## src/rtl/xosera_bus_host.sv

```systemverilog
// Word-request to Xosera 8-bit bus host: each request becomes an even then odd byte strobe,
// paced by a synchronized DTACK handshake with a per-phase timeout.
module xosera_bus_host #(
    parameter int unsigned SETUP_CYC   = 2,
    parameter int unsigned HOLD_CYC    = 1,
    parameter int unsigned TIMEOUT_CYC = 255
) (
    input  logic        clk,
    input  logic        reset_n_i,
    input  logic        req_valid_i,
    output logic        req_ready_o,
    input  logic        req_write_i,
    input  logic [3:0]  req_reg_num_i,
    input  logic [15:0] req_data_i,
    output logic        rsp_valid_o,
    output logic [15:0] rsp_data_o,
    output logic        rsp_timeout_o,
    output logic        bus_cs_n_o,
    output logic        bus_rd_nwr_o,
    output logic [4:0]  bus_addr_o,
    output logic [7:0]  bus_data_o,
    output logic        bus_data_oe_o,
    input  logic [7:0]  bus_data_i,
    input  logic        bus_dtack_n_i
);

    typedef enum logic [2:0] {StIdle, StSetup, StStrobe, StHold, StDone} state_e;

    state_e      state_q, state_d;
    logic        dtack_meta_q, dtack_s;
    logic        write_q, write_d;
    logic [3:0]  reg_q, reg_d;
    logic [15:0] wdata_q, wdata_d;
    logic [15:0] rdata_q, rdata_d;
    logic        idx_q, idx_d;
    logic        tout_q, tout_d;
    logic [3:0]  cnt_q, cnt_d;
    logic [7:0]  wait_q, wait_d;
    logic [31:0] cnt_inc, wait_inc;
    logic        busy_d;

    assign cnt_inc  = 32'(cnt_q) + 32'd1;
    assign wait_inc = 32'(wait_q) + 32'd1;

    always_ff @(posedge clk or negedge reset_n_i) begin
        if (!reset_n_i) begin
            dtack_meta_q <= 1'b1;
            dtack_s      <= 1'b1;
        end else begin
            dtack_meta_q <= bus_dtack_n_i;
            dtack_s      <= dtack_meta_q;
        end
    end

    always_comb begin
        state_d = state_q;
        write_d = write_q;
        reg_d   = reg_q;
        wdata_d = wdata_q;
        rdata_d = rdata_q;
        idx_d   = idx_q;
        tout_d  = tout_q;
        cnt_d   = cnt_q;
        wait_d  = wait_q;
        unique case (state_q)
            StIdle: begin
                if (req_valid_i && req_ready_o) begin
                    write_d = req_write_i;
                    reg_d   = req_reg_num_i;
                    wdata_d = req_data_i;
                    rdata_d = 16'h0000;
                    idx_d   = 1'b0;
                    tout_d  = 1'b0;
                    cnt_d   = 4'd0;
                    state_d = StSetup;
                end
            end
            StSetup: begin
                if (cnt_inc >= SETUP_CYC) begin
                    wait_d  = 8'd0;
                    state_d = StStrobe;
                end else begin
                    cnt_d = cnt_q + 4'd1;
                end
            end
            StStrobe: begin
                wait_d = wait_q + 8'd1;
                if (!dtack_s) begin
                    if (!write_q) begin
                        if (idx_q) rdata_d[7:0]  = bus_data_i;
                        else       rdata_d[15:8] = bus_data_i;
                    end
                    cnt_d   = 4'd0;
                    wait_d  = 8'd0;
                    state_d = StHold;
                end else if (wait_inc >= TIMEOUT_CYC) begin
                    tout_d  = 1'b1;
                    cnt_d   = 4'd0;
                    wait_d  = 8'd0;
                    state_d = StHold;
                end
            end
            StHold: begin
                if (cnt_q != 4'hF)          cnt_d  = cnt_q + 4'd1;
                if (wait_inc < TIMEOUT_CYC) wait_d = wait_q + 8'd1;
                // Responder must release DTACK before the next strobe may be set up.
                if (cnt_inc >= HOLD_CYC && (dtack_s || wait_inc >= TIMEOUT_CYC)) begin
                    if (!dtack_s) tout_d = 1'b1;
                    if (!idx_q && !tout_d) begin
                        idx_d   = 1'b1;
                        cnt_d   = 4'd0;
                        state_d = StSetup;
                    end else begin
                        state_d = StDone;
                    end
                end
            end
            StDone:  state_d = StIdle;
            default: state_d = StIdle;
        endcase
    end

    assign busy_d = (state_d == StSetup) || (state_d == StStrobe) || (state_d == StHold);

    always_ff @(posedge clk or negedge reset_n_i) begin
        if (!reset_n_i) begin
            state_q <= StIdle;
            write_q <= 1'b0;
            reg_q   <= 4'd0;
            wdata_q <= 16'h0000;
            rdata_q <= 16'h0000;
            idx_q   <= 1'b0;
            tout_q  <= 1'b0;
            cnt_q   <= 4'd0;
            wait_q  <= 8'd0;
        end else begin
            state_q <= state_d;
            write_q <= write_d;
            reg_q   <= reg_d;
            wdata_q <= wdata_d;
            rdata_q <= rdata_d;
            idx_q   <= idx_d;
            tout_q  <= tout_d;
            cnt_q   <= cnt_d;
            wait_q  <= wait_d;
        end
    end

    // All outputs are registered from next-state values so they change glitch-free with state.
    always_ff @(posedge clk or negedge reset_n_i) begin
        if (!reset_n_i) begin
            req_ready_o   <= 1'b0;
            rsp_valid_o   <= 1'b0;
            rsp_data_o    <= 16'h0000;
            rsp_timeout_o <= 1'b0;
            bus_cs_n_o    <= 1'b1;
            bus_rd_nwr_o  <= 1'b1;
            bus_addr_o    <= 5'd0;
            bus_data_o    <= 8'h00;
            bus_data_oe_o <= 1'b0;
        end else begin
            req_ready_o   <= (state_d == StIdle);
            rsp_valid_o   <= (state_d == StDone);
            bus_cs_n_o    <= (state_d != StStrobe);
            bus_rd_nwr_o  <= busy_d ? ~write_d : 1'b1;
            bus_data_oe_o <= busy_d & write_d;
            if (busy_d) begin
                bus_addr_o <= {reg_d, idx_d};
                bus_data_o <= idx_d ? wdata_d[7:0] : wdata_d[15:8];
            end
            if (state_d == StDone) begin
                rsp_data_o    <= rdata_d;
                rsp_timeout_o <= tout_d;
            end
        end
    end

endmodule

```

## config.mk

```make
export PLATFORM = sky130hd
export DESIGN_NAME = xosera_bus_host
export DESIGN_NICKNAME = d
export VERILOG_FILES = /design/src/rtl/xosera_bus_host.sv
export SDC_FILE = /design/constraint.sdc
export NUM_CORES = 1
export LEC_CHECK = 0
export CAP_MARGIN = 20
export CORE_MARGIN = 4
export CORE_UTILIZATION = 53
export DETAILED_ROUTE_END_ITERATION = 8
export GPL_TIMING_DRIVEN = 0
export PLACE_DENSITY = 0.79
export SLEW_MARGIN = 25
export SYNTH_ARGS = -nofsm -noshare
export SYNTH_HDL_FRONTEND = slang
export SYNTH_SLANG_ARGS = --single-unit
```

## constraint.sdc

```tcl
create_clock -name clk -period 3.1 [get_ports clk]
set_clock_uncertainty 0.15 [all_clocks]
set_input_delay 0.31 -clock clk [delete_from_list [all_inputs] [get_ports clk]]
set_output_delay 0.31 -clock clk [all_outputs]
set_load 0.005 [all_outputs]
```

Word level (Yosys, flattened, before mapping)
Index checks and enable logic that the tools add are counted.

Flip-flop bits (word level): 91. Bits of input ports: 33. Word-level logic and storage cells: 104.

Add/sub/neg operators: 4. Order comparisons: 4. Equal/unequal tests: 14. Muxes and demuxes: 46. Bitwise operators: 2. Reductions and logical operators: 14.

Operator list (number): $mux W16 (5); $mux W8 (7); $mux W4 (9); $pmux W16 S2 (1); $pmux W8 S3 (1); $mux W3 (6); $pmux W4 S4 (1); $mux W1 (13); $eq A3 B2 Y1 const B (4); $pmux W3 S4 (1); $add A8 B1 Y9 const B (1); $ge A9 B8 Y1 const B (1); $lt A9 B8 Y1 const B (1); $add A8 B1 Y8 const B (1); $ne A2 B2 Y1 const B (4); $eq A3 B1 Y1 const B (2); $logic_not A3 Y1 (2); $add A4 B1 Y5 const B (1); $ge A5 B1 Y1 const B (1); $ge A5 B2 Y1 const B (1); $add A4 B1 Y4 const B (1); $ne A4 B4 Y1 const B (1); $reduce_and A4 Y1 (1); $reduce_bool A4 Y1 (1); other kinds (12) (17).

Depth between registers and ports, before layout
Depth after elaboration: 15. Mapped depth: 9. Mapped depth without buffers: 8.

Worst setup path after synthesis
OpenSTA, ideal clock, no wires.

Kind: reg2reg. Start: register wait_q[0]. End: register bus_addr_o[4]. Library setup time: 0.125 ns. Arrival time: 2.510 ns. Data required time: 2.825 ns. Path slack: 0.315 ns. Stages on the path, launching flop included: 9. Period minus slack after synthesis: 2.785 ns. Cells stage by stage: dfrtp_1 > ha_1 > nand3_1 > xor2_1 > a211oi_4 > a21bo_2 > a2111oi_4 > buf_6 > mux2_4.

Word-level cells in the longest chain between the ends: 9. Elaborated cells on any way between the ends: 13. Classes of those cells: add/sub: 1; order compare: 1; eq/ne: 3; mux: 4; reduce/logical: 4.

Ends and longest elaborated chain: start: declaration (RTL line 38) `logic [7:0] wait_q, wait_d;`; start signal: assignment (RTL line 145) `wait_q <= wait_d;`; $add A8 B1 Y9 (*) (RTL line 43) `assign wait_inc = 32'(wait_q) + 32'd1;`; $ge A9 B8 Y1 (*) (RTL line 96, 107); $logic_or A1 B1 Y1 (RTL line 107) `if (cnt_inc >= HOLD_CYC && (dtack_s || wait_inc >= TIMEOUT_CYC)) begin`; $logic_and A1 B1 Y1 (RTL line 107); $mux W3 (RTL line 107); $pmux W3 S4 (*) (RTL line 65) `unique case (state_q)`; $eq A3 B1 Y1 or $eq A3 B2 Y1 (tied branches) (RTL line 123) `assign busy_d = (state_d == StSetup) || (state_d == StStrobe) || (state_d == StHold);`; $logic_or A1 B1 Y1 (RTL line 123); $logic_or A1 B1 Y1 (*) (RTL line 123); end signal: assignment (RTL line 168) `bus_addr_o <= {reg_d, idx_d};`; end: declaration (RTL line 20) `output logic [4:0] bus_addr_o,`.

Mark *: on every way between the ends. The rest lies on a longest branch, timed or not. A chain may end at the register's enable or synchronous reset.

Final worst setup path
Start: register wait_q[0]. End: register bus_data_o[7].

Word-level cells in the longest chain between the ends: 9. Elaborated cells on any way between the ends: 16. Classes of those cells: add/sub: 1; order compare: 1; eq/ne: 3; mux: 7; reduce/logical: 4.

Ends and longest elaborated chain: $add A8 B1 Y9 (*) (RTL line 43); $ge A9 B8 Y1 (*) (RTL line 96, 107); $logic_or A1 B1 Y1 (RTL line 107); $logic_and A1 B1 Y1 (RTL line 107); $mux W3 (RTL line 107); $pmux W3 S4 (RTL line 65); $eq A3 B1 Y1 or $eq A3 B2 Y1 (tied branches) (RTL line 123); $logic_or A1 B1 Y1 (2 in a row) (RTL line 123); end signal: assignment (RTL line 169) `bus_data_o <= idx_d ? wdata_d[7:0] : wdata_d[15:8];`; end: declaration (RTL line 21) `output logic [7:0] bus_data_o,`.

Marked as above.

==> impl_metrics.yaml <==
sta:
  setup_viol: 0
  tightest_slew_ns: 0.836
  hold_slack_ns: 0.216
  hold_viol: 0
  fin_crit_sh: 0.944
  timing.setup.tns_ns: 0
  fin_ws_ns: 0.173
  rsz0062_at_grt: "false"
  fmax_ghz: 0.342
  report.final.slew_viol_count: 0
  slew_headroom: 0.438
  fin_crit_ns: 2.93
hold_path:
  hold_path_end: "dtack_s"
  whs_path_depth: 0
  min_from: "dtack_meta_q"
  hp-class: "reg -> reg"
place:
  dp_hpwl_mm: 6.65
  globalplace.congestion: 0.890
  port_buffers: 67
  place_area_um2: 5020
  dpl.cell_count: 576
  pre_cts_ws_ns: -0.0531
finish:
  fin_cells: 596
  antenna_cells: 0
  final_core_util: 0.679
  syn_to_final_growth_pct: 25.1
  nets: 527
  design_area_um2: 5250
  layout-drive-gt1-share: 0.136
power_and_ir_drop:
  p_leak_nw: 2.33
  ir_worst_vdd_v: 0.000489
  power_per_cell_area_nw_per_um2: 895
  fin_total_pwr_mw: 4.70
worst_setup_path:
  crit_type: "reg -> reg"
  crit_buf_inv: 1
  path_cells: "ha_1, nand3_1, xor2_2, a211oi_4, a21oi_2, a2111oi_4, buf_4, mux2_2"
  cp.arrival_ns: 3.00
  critPathLaunchType: "flip-flop"
  worstPathMaxFanout: 9
  critPathCaptureType: "flip-flop"
  required_ns: 3.18
  reg2reg_from: "wait_q[0]"
  slowest_stage: "dfrtp_1"
  cpPeakStageDelay_ns: 0.49
  r2r_slack_ns: 0.17
  r2r_end: "bus_data_o[7]"
  cp_top_family: "compound AO/OA/AOI/OAI gates"
  r2r_cells: 8
flow_run:
  cap_violations: 0
floorplan:
  io-pin-count: 68
  core_area_um2: 7730
  die_y_um: 97.0
  die_area_um2: 9410
  rows: 32
  initial_core_util: 0.543
  die_x_um: 97.0
cts:
  tritoncts: "built"
  cts_buffer_depth: 2
  htreeDepth: 3
  cts.sinks: 91
  root_buffer: "clkbuf_8"
  numCtsBuffers: 9
  clk_pin_slew_worst_paths_ns: 0.09
  insertion_delay_ns: 0.34
logic_synthesis:
  ys_warn_count: 0
  netlist_instances: 406
  yosys.cell_types.count: 56
  syn_area_per_cell_um2: 10.3
  syn_area_um2: 4200
  yosys_register_bits: 91
  synth_ff_type: "dfrtp_1"
  synth_edf_count: 0
  synthArstFlopShare: 1.00
  yosys-top-cells-area: "dfrtp_1, nand2_1, mux2_2"
  ys_seq_area_frac: 0.544
  netlist.area_leader.share: 0.519
  yosys.area.top_type: "dfrtp_1"
  synth_fp_nets: 444
global_route:
  overflow: 0
  antenna_found_initial: 0
  grt_pass1_vias: 3346
  grt_start_max_net_pins: 52
  grt_pass1_wl_mm: 15.7
  track_usage: 0.202
routing:
  via_per_inst: 5.51
  via_count: 3281
  wire_per_inst_um: 15.5
  ant_nets: 0
  drc_errors: 0
  wl_mm: 9.25
  drt_iter0_markers: 137
  dr.pass1.iters: 4
outcome:
  status: "finished, final reports clean"
registers in the layout, summed over array words and instances (netlist names), 3 cells and up:
name,cells
wait_q,8
cnt_q,4
rsp_data_o,16
bus_addr_o,5
wdata_q,16
reg_q,4
bus_data_o,8
rdata_q,16
state_q,3
cells in the final DEF (no fill, tap or decap), types with 3 or more instances in the layout:
cell / instances
clkbuf_1: 13
mux2i_1: 15
mux2_2: 18
a211oi_1: 3
o211ai_1: 5
a21o_1: 3
or2_2: 4
clkdlybuf4s50_1: 66
buf_6: 3
dfrtp_1: 87
dfstp_2: 4
nor2_1: 11
a211o_2: 3
buf_4: 4
a21oi_1: 6
clkinvlp_4: 3
nand3_1: 17
mux2_1: 5
o21ai_0: 27
ha_1: 5
nand2_1: 106
a31oi_1: 3
and2_1: 3
a21boi_0: 3
o31ai_1: 3
clkbuf_8: 9
inv_1: 17
how the worst max path moves through the flow:
stage	from	end	slack (ns)	cells after the start
3_5_place_dp	wait_q[0]	bus_addr_o[4]	-0.05	8
4_1_cts	wait_q[0]	rsp_data_o[10]	0.04	8
3_3_place_gp	reset_n_i	wdata_q[14]	-1.67	1
5_1_grt	wait_q[0]	bus_data_o[7]	0.01	8
2_1_floorplan	wait_q[0]	bus_addr_o[4]	0.32	8
6_report	wait_q[0]	bus_data_o[7]	0.17	8
cell type report:
| type | instances | area [µm²] |
|---|---|---|
| Buffer | 16 | 76.3 |
| Clock buffer | 10 | 128 |
| Clock inverter | 6 | 48.8 |
| Fill cell | 612 | 2480 |
| Inverter | 17 | 63.8 |
| Multi-Input combinational cell | 281 | 1780 |
| Sequential cell | 91 | 2280 |
| Tap cell | 102 | 128 |
| Timing Repair Buffer | 73 | 739 |
cells in the mapped netlist, types with 2 or more instances:
cell type,n
o2111ai_1,2
clkbuf_1,13
a211oi_4,2
nor2_1,11
a21o_1,3
nor3_1,2
nor2b_1,2
buf_6,2
a211oi_1,3
a31oi_1,3
dfstp_2,4
dfrtp_1,87
mux2i_1,15
nand3_1,17
a21oi_1,6
inv_1,17
nor4_1,2
o21ai_0,27
or3_1,2
a211o_2,3
mux2_2,18
nand4_1,2
ha_1,5
or2_2,4
mux2_1,5
o31ai_1,3
nand2b_1,2
and2_1,3
nand2_1,106
a21boi_0,3
o211ai_1,5
nand3b_1,2
a31o_2,2
power breakdown:
group,total [mW],internal (mW),switching [mW]
registers,1.86,1.64,0.226
clock network,0.727,0.299,0.428
logic,2.11,1.03,1.07
layer usage:
| layer | vias up | track usage | wire length [µm] |
|---|---|---|---|
| li1 | 1564 | - | - |
| met1 | 1614 | 0.280 | 4250 |
| met2 | 87 | 0.328 | 4390 |
| met3 | 16 | 0.0368 | 461 |
| met4 | 0 | 0.0572 | 153 |
| met5 | - | 0 | 0 |
logic make-up after synthesis:
logic type | after synthesis | share of synthesized area
compound gates | 77 | 0.140
xor+xnor | 1 | 0.00209
fa+ha+maj | 5 | 0.0149
buf+inv | 34 | 0.0343
flops | 91 | 0.544
mux | 39 | 0.101
simple gates | 159 | 0.164
repair_timing:
item	CTS	global route
setup endpoints to repair	1	17
endpoints found under the hold margin	39	0
pin swaps	1	1
resized for setup	0	2
hold buffers	1	0
buffers inserted	2	2
Power figures use the tool's default switching activity.
